$ cat config.mk
export PLATFORM = sky130hd
export DESIGN_NAME = uart_rx_controller
export DESIGN_NICKNAME = d
export VERILOG_FILES = /design/src/rtl/uart_rx_controller.sv
export SDC_FILE = /design/constraint.sdc
export NUM_CORES = 1
export LEC_CHECK = 0
export ABC_AREA = 1
export CAP_MARGIN = 40
export CORE_MARGIN = 2
export CORE_UTILIZATION = 50
export CTS_BUF_LIST = sky130_fd_sc_hd__clkbuf_16
export DETAILED_ROUTE_END_ITERATION = 6
export DONT_BUFFER_PORTS = 1
export PLACE_DENSITY_LB_ADDON = 0.12
export SYNTH_ARGS = -nofsm -noshare
export SYNTH_HDL_FRONTEND = slang
export SYNTH_SLANG_ARGS = --single-unit
export TNS_END_PERCENT = 5
$ cat constraint.sdc
create_clock -name clock -period 1.8 [get_ports clock]
set_input_delay 0.36 -clock clock [delete_from_list [all_inputs] [get_ports clock]]
set_output_delay 0.36 -clock clock [all_outputs]
set_load 0.05 [all_outputs]
$ cat src/rtl/uart_rx_controller.sv
// uart_rx_controller: 8N1 receive deframer with one-entry valid/ack holding register
module uart_rx_controller #(
  parameter int CLKS_PER_BIT = 16,
  parameter int DATA_BITS = 8
) (
  input  logic                 clock,
  input  logic                 reset_L,
  input  logic                 rx,
  input  logic                 rx_ack,
  output logic [DATA_BITS-1:0] rx_data,
  output logic                 rx_valid,
  output logic                 overrun,
  output logic                 framing_error,
  output logic                 busy
);
  localparam int CW = $clog2(CLKS_PER_BIT);
  localparam int BW = $clog2(DATA_BITS + 1);
  localparam logic [CW-1:0] HALF_LAST = CW'(CLKS_PER_BIT / 2 - 1);
  localparam logic [CW-1:0] BIT_LAST = CW'(CLKS_PER_BIT - 1);
  localparam logic [BW-1:0] DATA_LAST = BW'(DATA_BITS - 1);
  typedef enum logic [2:0] {IDLE, START, DATA, STOP, BREAK_ST} state_t;
  state_t               state;
  logic                 sync_1;
  logic                 rx_sync;
  logic [CW-1:0]        cnt;
  logic [BW-1:0]        bits;
  logic [DATA_BITS-1:0] shreg;
  // two-flop synchronizer; idles high so reset never looks like a start bit
  always_ff @(posedge clock or negedge reset_L) begin
    if (!reset_L) begin
      sync_1  <= 1'b1;
      rx_sync <= 1'b1;
    end else begin
      sync_1  <= rx;
      rx_sync <= sync_1;
    end
  end
  // deframing FSM plus holding-register handshake; a completing frame overrides a same-cycle ack
  always_ff @(posedge clock or negedge reset_L) begin
    if (!reset_L) begin
      state         <= IDLE;
      cnt           <= '0;
      bits          <= '0;
      shreg         <= '0;
      rx_data       <= '0;
      rx_valid      <= 1'b0;
      overrun       <= 1'b0;
      framing_error <= 1'b0;
      busy          <= 1'b0;
    end else begin
      framing_error <= 1'b0;
      if (rx_ack && rx_valid) begin
        rx_valid <= 1'b0;
        overrun  <= 1'b0;
      end
      case (state)
        IDLE: begin
          cnt <= '0;
          if (!rx_sync) begin
            state <= START;
            busy  <= 1'b1;
          end
        end
        START: begin
          cnt <= cnt + CW'(1);
          if (cnt == HALF_LAST) begin
            cnt   <= '0;
            bits  <= '0;
            state <= rx_sync ? IDLE : DATA;
            busy  <= !rx_sync;
          end
        end
        DATA: begin
          cnt <= cnt + CW'(1);
          if (cnt == BIT_LAST) begin
            cnt   <= '0;
            shreg <= DATA_BITS'({rx_sync, shreg} >> 1);
            bits  <= bits + BW'(1);
            if (bits == DATA_LAST) state <= STOP;
          end
        end
        STOP: begin
          cnt <= cnt + CW'(1);
          if (cnt == BIT_LAST) begin
            cnt <= '0;
            if (rx_sync) begin
              rx_data  <= shreg;
              rx_valid <= 1'b1;
              if (rx_valid && !rx_ack) overrun <= 1'b1;
              state    <= IDLE;
              busy     <= 1'b0;
            end else begin
              framing_error <= 1'b1;
              shreg         <= '0;
              state         <= BREAK_ST;
            end
          end
        end
        default: begin
          cnt <= cnt + CW'(1);
          if (rx_sync) begin
            cnt   <= '0;
            state <= IDLE;
            busy  <= 1'b0;
          end
        end
      endcase
    end
  end
endmodule

After elaboration in Yosys (flattened, before gate mapping)
Index checks and enable logic that the tools add are counted.
{"block": "word_totals", "regBits": 33, "inputBits": 4, "out_inout_bits": 12, "word_cells": 77}
{"block": "op_classes", "add_sub_neg": 2, "eq_ne": 12, "muxes": 37, "bitwise": 1, "n_reduce_logical": 14}
{"op": "$mux 8", "count": 3}
{"op": "$mux 3", "count": 7}
{"op": "$mux 4", "count": 5}
{"op": "$mux 1", "count": 16}
{"op": "$pmux 8 s2", "count": 1}
{"op": "$ne 2x2->1 const B", "count": 6}
{"op": "$pmux 3 s4", "count": 1}
{"op": "$pmux 4 s3", "count": 1}
{"op": "$add 4x1->4 const B", "count": 2}
{"op": "$eq 4x3->1 const B", "count": 2}
{"op": "$pmux 4 s2", "count": 1}
{"op": "$reduce_and 4->1", "count": 2}
{"op": "$eq 3x2->1 const B", "count": 2}
{"op": "$reduce_and 3->1", "count": 2}
{"op": "$reduce_and 6->1", "count": 1}
{"op": "$reduce_bool 5->1", "count": 1}
{"op": "$eq 4x4->1 const B", "count": 1}
{"op": "$pmux 1 s4", "count": 1}
{"op": "$reduce_bool 2->1", "count": 2}
{"op": "$eq 3x1->1 const B", "count": 1}
{"op": "$logic_not 3->1", "count": 1}
{"op": "$logic_and 1x1->1", "count": 2}
{"op": "$logic_not 1->1", "count": 2}
{"op": "$mux 2", "count": 1}
{"op": "other kinds (2)", "count": 2}

Longest topological paths before layout
Gate-level depths: netlist of run 1.
{"block": "logic_depth", "word_depth": 6, "ltp_mapped": 8, "depth_no_buf": 8}

Worst setup path before layout of run 1
OpenSTA, ideal clock, no wires.
{"block": "synth_path", "path_type": "register -> register", "start": "register cnt[0]", "end": "register cnt[0]", "setup_time_ns": 0.129, "t_arrival_ns": 1.206, "t_required_ns": 1.671, "slack_ns": 0.464, "stages_incl_launch_ff": 7, "n_path_buf": 0, "period_less_slack_ns": 1.336, "path_cell_list": "dfrtp_1 > ha_1 > nand3_1 > nand2_1 > inv_1 > nor3_1 > nor2_1"}
{"block": "synth_via", "elab_chain_len": 3, "word_cells_on_any_way": 7, "cone_classes": "add/sub: 1; eq/ne: 2; mux: 4"}
{"item": "from (decl)", "line": "25", "rtl": "logic [CW-1:0] cnt;"}
{"item": "from (signal assigned)", "line": "65", "rtl": "cnt <= cnt + CW'(1);"}
{"item": "from (signal assigned)", "line": "74", "rtl": "cnt <= cnt + CW'(1);"}
{"item": "from (signal assigned)", "line": "83", "rtl": "cnt <= cnt + CW'(1);"}
{"item": "$add 4x1->4, or another cell as far along"}
{"item": "$mux 4, on equally long branches"}
{"item": "$pmux 4 s3 *", "line": "56", "rtl": "case (state)"}
Mark *: on every way between the ends. The rest lies on a longest branch, timed or not.
A chain may end at the register's enable or synchronous reset.

Final worst setup path of run 1
{"block": "layout_path", "start": "register cnt[0]", "end": "register cnt[1]"}
Same word-level chain as after synthesis.

==> results of run 1 <==
kinds of logic (layout without fill, tap and decap cells):
logic type / count (synthesis) / in the layout / share of synthesized area
AO/OA/AOI/OAI: 19 / 19 / 0.0873
adder cells (fa/ha/maj): 2 / 2 / 0.0165
AND/OR/NAND/NOR: 104 / 104 / 0.293
flip-flops: 33 / 33 / 0.545
buffers and inverters: 16 / 24 / 0.0461
XOR/XNOR: 2 / 2 / 0.0115
layer usage:
layer  track usage  vias to the layer above
met4        0.0974                        0
met1         0.241                      549
met5             0                        -
li1              -                      571
met2         0.286                       38
met3        0.0546                        9
sequential cells by signal (all words and copies together) (netlist names), named ones only:
register       count
rx_sync            1
cnt                4
rx_valid           1
bits               4
sync_1             1
busy               1
rx_data            8
state              3
shreg              8
framing_error      1
synthesized netlist by cell type:
library cell	n
nand2_1	65
dfrtp_1	31
nor2_1	16
inv_1	13
nand3_1	9
o21ai_2	9
a21oi_1	4
nand2_2	4
nand4_1	4
o21ai_0	3
buf_2	2
dfstp_2	2
ha_1	2
or2_2	2
xor2_1	2
buf_6	1
nand2_4	1
nor2_2	1
nor2_4	1
nor3_1	1
o21a_1	1
o21ai_1	1
o22ai_1	1
worst max-delay path, delay by kind of cell, from the launching register on:
kind                       cells  cell delay (ps)
and+or+nand+nor                4              800
adders and majority gates      1              190
buffers and inverters          1               50
DFF                            1              370
per-stage QoR:
step | hold WS [ps] | worst slack, ps | instances
6_report | 83.3 | 279 | 215
3_5_place_dp | 65.1 | 288 | 205
4_1_cts | 76.5 | 281 | 215
2_1_floorplan | 64.4 | 464 | 176
5_1_grt | 73.6 | 102 | 215
3_3_place_gp | 65.1 | 325 | 205
path summary, 6_finish.rpt:
path	start	end	slack [ps]	cells after the start
min in group asynchronous	reset_L	rx_data[3]$_DFFE_PN0P_	550	2
max in group asynchronous	reset_L	rx_sync$_DFF_PN1_	1010	2
worst min-delay path	rx	sync_1$_DFF_PN1_	80	0
worst min register to register	sync_1$_DFF_PN1_	rx_sync$_DFF_PN1_	350	0
worst max-delay path	cnt[0]$_DFF_PN0_	cnt[1]$_DFF_PN0_	280	6
worst max register to register	cnt[0]$_DFF_PN0_	cnt[1]$_DFF_PN0_	280	6
cell type report:
cell class	instances	area, sq um	area share
clock buffers	5	125	0.0720
flip-flops and latches	33	828	0.477
inverters	13	48.8	0.0281
well taps	31	38.8	0.0223
multi-input cells	127	621	0.357
clock inverters	3	37.5	0.0216
repair buffers	3	37.5	0.0216
report_power, final:
group | switching (mW) | internal, mW | leakage [nW] | total [mW]
clock | 0.279 | 0.641 | 0.0826 | 0.920
sequential | 0.113 | 0.810 | 0.446 | 0.923
combinational | 0.371 | 0.169 | 0.356 | 0.540
==> impl_results.md, run 1 <==
* Status: complete, no violations
* Routed len/inst at 13.4 um
* YS warnings at 0
* Final GP Congestion at about 0.9
* Gr usage total at 0.187
* Power per cell area at between 1000 and 1500 nW/um^2
* CP Cell Sequence: ha_1 -> nand3_1 -> nand2_1 -> inv_1 -> nor3_1 -> nor2_1
* Critical Path AT at 1670 ps
* Met2 Wirelength at 1.28 mm
* Final setup TNS at 0 ps
* Ant diodes at 0
* Leading cell type in the layout, fill and taps excluded: nand2_1
* VDD IR-drop max at 0.000853 V
* Detail Route met3 WL at 158 um
* Final Max Slew Viols at 0
* Worst-path clk slew at about 50 ps
* Number of max-cap violations at 0
* Initial Utilization at 0.537
* Setup CP Type: reg -> reg
* Initial drt markers at 41
* DP Area at 1540 sq um
* Vias at ~1,200
* Nets@finish at 189
* Vias in the first global route at about 1,100
* Setup bufs post-CTS at 0
* I/O Buffers at 0
* Area contributors post-synth: dfrtp_1 (51%), nand2_1 (16%), o21ai_2 (5.2%), nor2_1 (4.0%), dfstp_2 (3.5%)
* Core Region at around 2800 sq um
* Drt drc at 0
* DPL Wire Length at slightly above 2 mm
* First-pass detailed-route iteration total at 4
* Post-synth cell types at 23
* Count of clock tree sinks at 33
* Seq/Total Area, Yosys at 0.545
* Syn Inst Count at 176
* CP Capture Type: flip-flop
* DRT antenna net count at 0
* Final Hold Vio Count at 0
* Achievable Freq at 657 MHz
* Share of post-route cells with drive strength above 1 at 0.152
* Slowest stage delay, CP at 370 ps
* Top cell type's share of synthesized area at 0.511
* CTS tree: done
* RSZ-0062 raised after global routing: false
* Period utilization at 0.845
* Num rows at 19
* Die area at between 3000 and 4000 sq um
* P_leak at 0.885 nW
* Global-route wire length before repair at between 4 and 5 mm
* Total grt overflow at 0
* Crit path required time at 1950 ps
* DRT Wirelength at 2.89 mm
* Layout Utilization at 0.614
* Fin area at 1740 sq um
* Area grow syn2layout at 14.3%
* Setup Skew at 5.55 ps
* Fillers at 246
* M1 wire length at 1.38 mm
* Final setup vio count at 0
* Post-cts gate resize count at 0
* Total power at 2.38 mW
* Mapped Avg Cell Area at 8.63 sq um
* Top Metal Used: met4
* CTS Hold Bufs at 2
* Relative slew margins at 0.667
* Initial antenna violation count at 0
* Most frequent cells in the layout: nand2_1 (65), dfrtp_1 (31), nor2_1 (16), inv_1 (14)
* Worst-Skew Late Latency at 270 ps
* Post-Syn Area at 1520 sq um
* Flops & latches, synth at 33
* TritonCTS Buffers at 5
* Max H-tree Level at 2
* Pin count of the biggest net entering global routing at 34
* Startpoint class of the critical path: flip-flop
* Hold WC Path Type: in -> reg
* Final min period at 1520 ps
* Vias per inst at 5.43
* Top Ports at 16
* Root Buffer: clkbuf_16
* Post-synth top area cell: dfrtp_1
* Synthesized net count at about 180
* Die W at 59.1 um
* Slew @ Worst Pin at 500 ps
* Crit-path slowest cell: dfrtp_1
* CTS Buffer Depth at 2
* Max FO, Critical Path at 7
* Die height at 59.1 um
No activity file was read; power rests on OpenSTA's default activity.
==> run 2: changes to the inputs <==
Clock period 1.8 ns to 1.5 ns, I/O delays scaled along.
==> run 2 against run 1 <==
  * Core utilization increased by 2.7 points
  * Final cell count increased by 2.3%
  * Sequential share of layout area decreased by 2.0 points
  * First-iteration DRC count increased by 73%
  * Non-clock buffer count increased by 5
==> impl_results.md, run 2 (same netlist as run 1, synthesis figures left out) <==
* Status: complete, no violations
* Max H-tree Level at 2
* Final worst setup slack at 61.8 ps
* Slew @ Worst Pin at 494 ps
* Area taken by flip-flops and latches at between 800 and 900 sq um
* TritonCTS Buffers at 5
* VDD IR-drop max at 0.000948 V
* Max FO, Critical Path at 6
* Root Buffer: clkbuf_16
* Final setup vio count at 0
* Nets@finish at 194
* Final std cells w/o fill at 220
* DPL Wire Length at between 1.5 and 2 mm
* P_leak at around 0.91 nW
* Total power at 2.98 mW
* Final GP Congestion at ~0.93
* Hold Path Depth at 0
* Share of post-route cells with drive strength above 1 at 0.228
* Gr usage total at 0.201
* Final Hold Vio Count at 0
* Routed len/inst at 14.0 um
* Cells after DPL at 210
* Vias at 1,180
* Top Ports at 16
* Vias per inst at 5.36
* RSZ-0062 raised after global routing: true
* Die height at 59.1 um
* I/O Buffers at 0
* Relative slew margins at 0.671
* Power per cell area at ~1600 nW/um^2
* Worst-path clk slew at 50 ps
* Worst-Skew Late Latency at 270 ps
* Global-route wire length before repair at between 5 and 6 mm
* Critical Path AT at 1590 ps
* First-pass detailed-route iteration total at 4
* Achievable Freq at 695 MHz
* Num rows at 19
* Initial Utilization at 0.537
* Initial antenna violation count at 0
* Number of max-cap violations at 0
* R2R depth at 7
* Biggest registers after layout: rx_data (8), shreg (8)
* Crit path required time at 1650 ps
* Setup CP Type: reg -> reg
* Die area at about 3500 sq um
* Most frequent cells in the layout: nand2_1 (64), dfrtp_1 (31), inv_1 (13), nor2_1 (12), o21ai_2 (9)
* Core Region at approximately 2800 sq um
* Leading cell type in the layout, fill and taps excluded: nand2_1
* Final min period at 1440 ps
* Vias in the first global route at 1,122
* Ant diodes at 0
* Area grow syn2layout at 19.4%
* Worst slack, placed at -30.0 ps
* Setup Skew at 2.88 ps
* Period utilization at 0.959
* Hold WC Path Type: in -> reg
* Pin count of the biggest net entering global routing at 34
* Multi-input logic area at 661 sq um
* Startpoint class of the critical path: flip-flop
* Count of clock tree sinks at 33
* Total grt overflow at 0
* CTS Buffer Depth at 2
* CTS tree: done
* Drt drc at 0
* DRT antenna net count at 0
* Fillers at 242
* CP Capture Type: flip-flop
* Die W at 59.1 um
* DRT Wirelength at 3.09 mm
* Layout Utilization at 0.641
* Initial drt markers at ~70
* Final Max Slew Viols at 0
run 2: where the power goes:
| group | switching (mW) | internal, mW |
|---|---|---|
| Combinational | 0.496 | 0.258 |
| Sequential | 0.137 | 0.972 |
| Clock | 0.345 | 0.770 |
run 2: path summary, 6_finish.rpt:
| kind | start | to | slack [ps] |
|---|---|---|---|
| worst max-delay path | cnt[0]$_DFF_PN0_ | bits[3]$_DFFE_PN0P_ | 60 |
| worst min-delay path | rx | sync_1$_DFF_PN1_ | 20 |
| worst max register to register | cnt[0]$_DFF_PN0_ | bits[3]$_DFFE_PN0P_ | 60 |
| worst min register to register | sync_1$_DFF_PN1_ | rx_sync$_DFF_PN1_ | 360 |
| max in group asynchronous | reset_L | sync_1$_DFF_PN1_ | 770 |
| min in group asynchronous | reset_L | state[1]$_DFFE_PN0P_ | 480 |
run 2: routing by layer:
layer,global-route usage,part of all wire,vias up
met5,0,0,-
met4,0.0779,0.015,0
met3,0.0873,0.042,7
met2,0.308,0.48,28
met1,0.250,0.46,559
li1,-,-,586
run 2: critical path, stage by stage, from the launching register on:
cell and delay, ps:
dfrtp_1 380, ha_2 210, nand3_1 130, buf_4 190
nor2_2 170, o21ai_2 110, nand2_1 60, o21ai_0 70
run 2: area by class of cell:
class | instances | area share
multi-input cells | 127 | 0.364
repair buffers | 8 | 0.0414
inverters | 13 | 0.0269
clock buffers | 5 | 0.0690
clock inverters | 3 | 0.0207
flip-flops and latches | 33 | 0.457
well taps | 31 | 0.0214
run 2: through the flow:
| stage | setup TNS [ps] | hold WS (ps) | instance area, sq um |
|---|---|---|---|
| finish | 0 | 23.6 | 1810 |
| global route | -139 | 8.37 | 1810 |
| CTS | 0 | 17.7 | 1780 |
| detailed placement | -76.1 | 5.09 | 1580 |
| global placement | 0 | 5.13 | 1580 |
| floorplan | 0 | 4.41 | 1520 |
run 2: what timing repair did:
action / in CTS / in global routing
endpoints found under the hold margin: 33 / 0
buffers inserted: 0 / 0
gates resized for setup: 1 / 11
pin swaps: 0 / 2
hold buffers: 2 / 0
endpoints found under the setup margin: 3 / 24
==> run 3: changes to the inputs <==
Settings changed: CTS_CLUSTER_SIZE from default to 25.
==> results of run 3 <==
Final layout, timing and power as in run 2 (identical DEF).
==> variant: new RTL, config.mk and constraints of run 3 <==
Register the input `rx` before use, without a reset. The logic sees it one clock later. The other inputs are not delayed to match.
--- a/src/rtl/uart_rx_controller.sv
+++ b/src/rtl/uart_rx_controller.sv
@@ -21,2 +21,9 @@
   typedef enum logic [2:0] {IDLE, START, DATA, STOP, BREAK_ST} state_t;
+
+  logic rx_q;
+
+  always_ff @(posedge clock) begin
+    rx_q <= rx;
+  end
+
   state_t               state;
@@ -33,3 +40,3 @@
     end else begin
-      sync_1  <= rx;
+      sync_1  <= rx_q;
       rx_sync <= sync_1;
Function: changed (a bounded check fails within 4 cycles, from zero or initial values and one cycle with reset_L low).
==> variant against run 3 <==
  * Via count fell by 4.3%
  * Synthesized cell count fell by 1.7%
  * Critical path depth rose by 1
  * Fmax rose by 3.4%
  * Design area rose by 0.76%
  * Wire length fell by 11%
  * Worst setup slack improved by 0.047 ns
  * Synthesized area fell by 0.16%
  * Total power rose by 3.6%
  * Hold slack improved by 0.022 ns
  * Sequential cell count rose by 1
  * Critical endpoint is now busy
  * Largest power group is now the clock network
==> variant: results (changes against run 3) <==
- The routability congestion estimate is 0.889 (-4.8%).
- The number of nets at the end of the flow is 191 (-1.5%).
- The setup skew after layout is 0.00353 ns (+0.000649 ns).
- The final critical-path required period is 1.39 ns (-0.0473 ns).
- The count of buffers from port buffering is 0 (unchanged).
- In the final layout, the registers with the most flip-flops are rx_data: 8 flops, shreg: 8 flops.
- The clock-pin slew on the worst setup and hold paths came to 0.05 ns (about the same).
- The synthesized netlist net count is 179 (-1.6%).
- The peak per-stage delay on the critical path is 0.40 ns (+0.02 ns).
- The via count normalized by instance count is 5.20 (-3.0%).
- The static leakage came to 0.907 nW (about the same).
- The worst-path maximum fanout is 4 (-2).
- The number of levels in the clock H-tree was 2 (unchanged).
- The flow ran to the end, and the final reports show no timing, DRC or antenna violations.
- The initial antenna violation count was 0 (unchanged).
- The register-to-register path setup slack was 0.11 ns (+0.05 ns).
- The clock sink count is 34 (+3.0%).
- The count of cells along the worst register-to-register path is 8 (+1).
- Clock latency on the worst-skew pair, taken at its later pin, is ~0.28 ns.
- The total instance count after detailed placement was 207 (-1.4%).
- The maximum clock insertion buffer count is 2 (unchanged).
- For hold timing, the worst endpoint is rx_q.
- The worst hold path cell count is 0 (unchanged).
- The global-route usage over all layers is 0.187 (-0.0134).
- The min-delay analysis places its worst path in the category in -> reg.
- The number of buffers inserted during clock tree synthesis is 5 (unchanged).
- In this run the most critical hold path is launched from rx.
- The HPWL after detailed placement is 1970 um (-1.4%).
- The post-synthesis instance total is 173 (-1.7%).
- The via count of the first global-routing pass came to 1107 (-1.3%).
- The share of layout cells above drive strength 1 came to 0.199 (-0.0286).
- The final cell count without fillers is 217 (-1.4%).
- The slew at the pin with the worst max-slew slack came to 0.492 ns (-0.00261 ns).
- In the post-synthesis netlist, the biggest area contributors are dfrtp_1, nand2_1, o21ai_2, nor2_1, dfstp_2.
- After synthesis, the most frequently instantiated cells are nand2_1, dfrtp_1, nor2_1.
- The sum of routed wire length over all layers is 2740 um (-11%).
- The signal arrival time at the worst endpoint is 1.56 ns (-0.03 ns).
- The cell area after placement came to 1580 um2 (-0.32%).
- The sequential area share after synthesis was 0.559 (+0.0141).
- The yosys synthesis warning count is 0 (unchanged).
- The largest voltage drop on the vdd net is 0.000853 V (-10%).
- The largest net degree at the start of global routing is 34 (unchanged).
- The first-pass GRT wire length was 4840 um (-3.7%).
- The starting DRC count in detailed routing came to 48 (-32%).
- The count of distinct cell types in the synthesized netlist is 26 (+13%).
- The detailed-router iteration count before antenna repair came to 4 (unchanged).
- The endpoint of the worst-slack reg-to-reg timing path is busy.
- Among cell families on the critical path, the largest total delay comes from simple AND/OR/NAND/NOR gates.
- The share of async-settable or async-resettable flops after synthesis was 0.971 (-0.0294).
[variant: cell count changes after synthesis, sizes merged, moves of 2 or more]
| cell | run 3 | this run |
|---|---|---|
| o21ai | 13 | 15 |
| nand2 | 70 | 65 |
| nand3 | 9 | 11 |
| nand4 | 4 | 2 |
[variant: stage by stage]
step                 util  total power, mW  setup WS [ns]  hold slack [ns]
CTS                 0.636             3.07        0.00411           0.0412
finish              0.646             3.08          0.109           0.0461
global placement    0.557             1.70         0.0709          0.00501
detailed placement  0.557             1.71        0.00945          0.00508
floorplan               -             1.59          0.174          0.00441
global route        0.646             3.24        0.00631           0.0410
[variant: where the power goes]
| group | switching [mW] | internal [mW] |
|---|---|---|
| clock network | 0.374 | 0.953 |
| logic | 0.422 | 0.215 |
| registers | 0.127 | 0.994 |
| total | 0.923 | 2.16 |
[variant: worst reg2reg max path: cells and delay by family, from the launching register on]
kind	cells	cell delay (ns)
adder cells (fa/ha/maj)	1	0.18
buffers and inverters	1	0.06
flip-flops	1	0.40
AND/OR/NAND/NOR	6	0.63
[variant: what timing repair did]
item	CTS	global route
hold endpoints to repair	33	0
buffers inserted	0	0
hold buffers	2	0
endpoints found under the setup margin	0	27
resized for setup	0	6
[variant: how the worst max path moves through the flow]
stage / start / endpoint / depth (start not counted)
4_1_cts: cnt[0] / rx_data[1] / 7
3_5_place_dp: cnt[0] / bits[3] / 9
2_1_floorplan: cnt[0] / rx_data[7] / 7
5_1_grt: cnt[0] / bits[2] / 9
6_report: cnt[0] / busy / 8
3_3_place_gp: cnt[0] / rx_data[7] / 7
[variant: logic make-up after synthesis]
| logic type | synth area share |
|---|---|
| AO/OA/AOI/OAI | 0.0908 |
| XOR/XNOR | 0.0116 |
| adder cells (fa/ha/maj) | 0.0165 |
| buffers and inverters | 0.0454 |
| flip-flops | 0.559 |
| AND/OR/NAND/NOR | 0.276 |
[variant: layer usage]
metal	track usage	wire, um	vias to the layer above
met5	0	0	-
li1	-	-	574
met3	0.0633	140	7
met1	0.244	1320	519
met4	0.0877	53	0
met2	0.281	1230	29
[variant: area by class of cell]
type	count	area, um2
multi-input cells	123	627
flip-flops and latches	34	848
clock inverters	3	68.8
fillers	234	1000
clock buffers	5	125
repair buffers	7	67.6
well taps	31	38.8
inverters	14	52.6
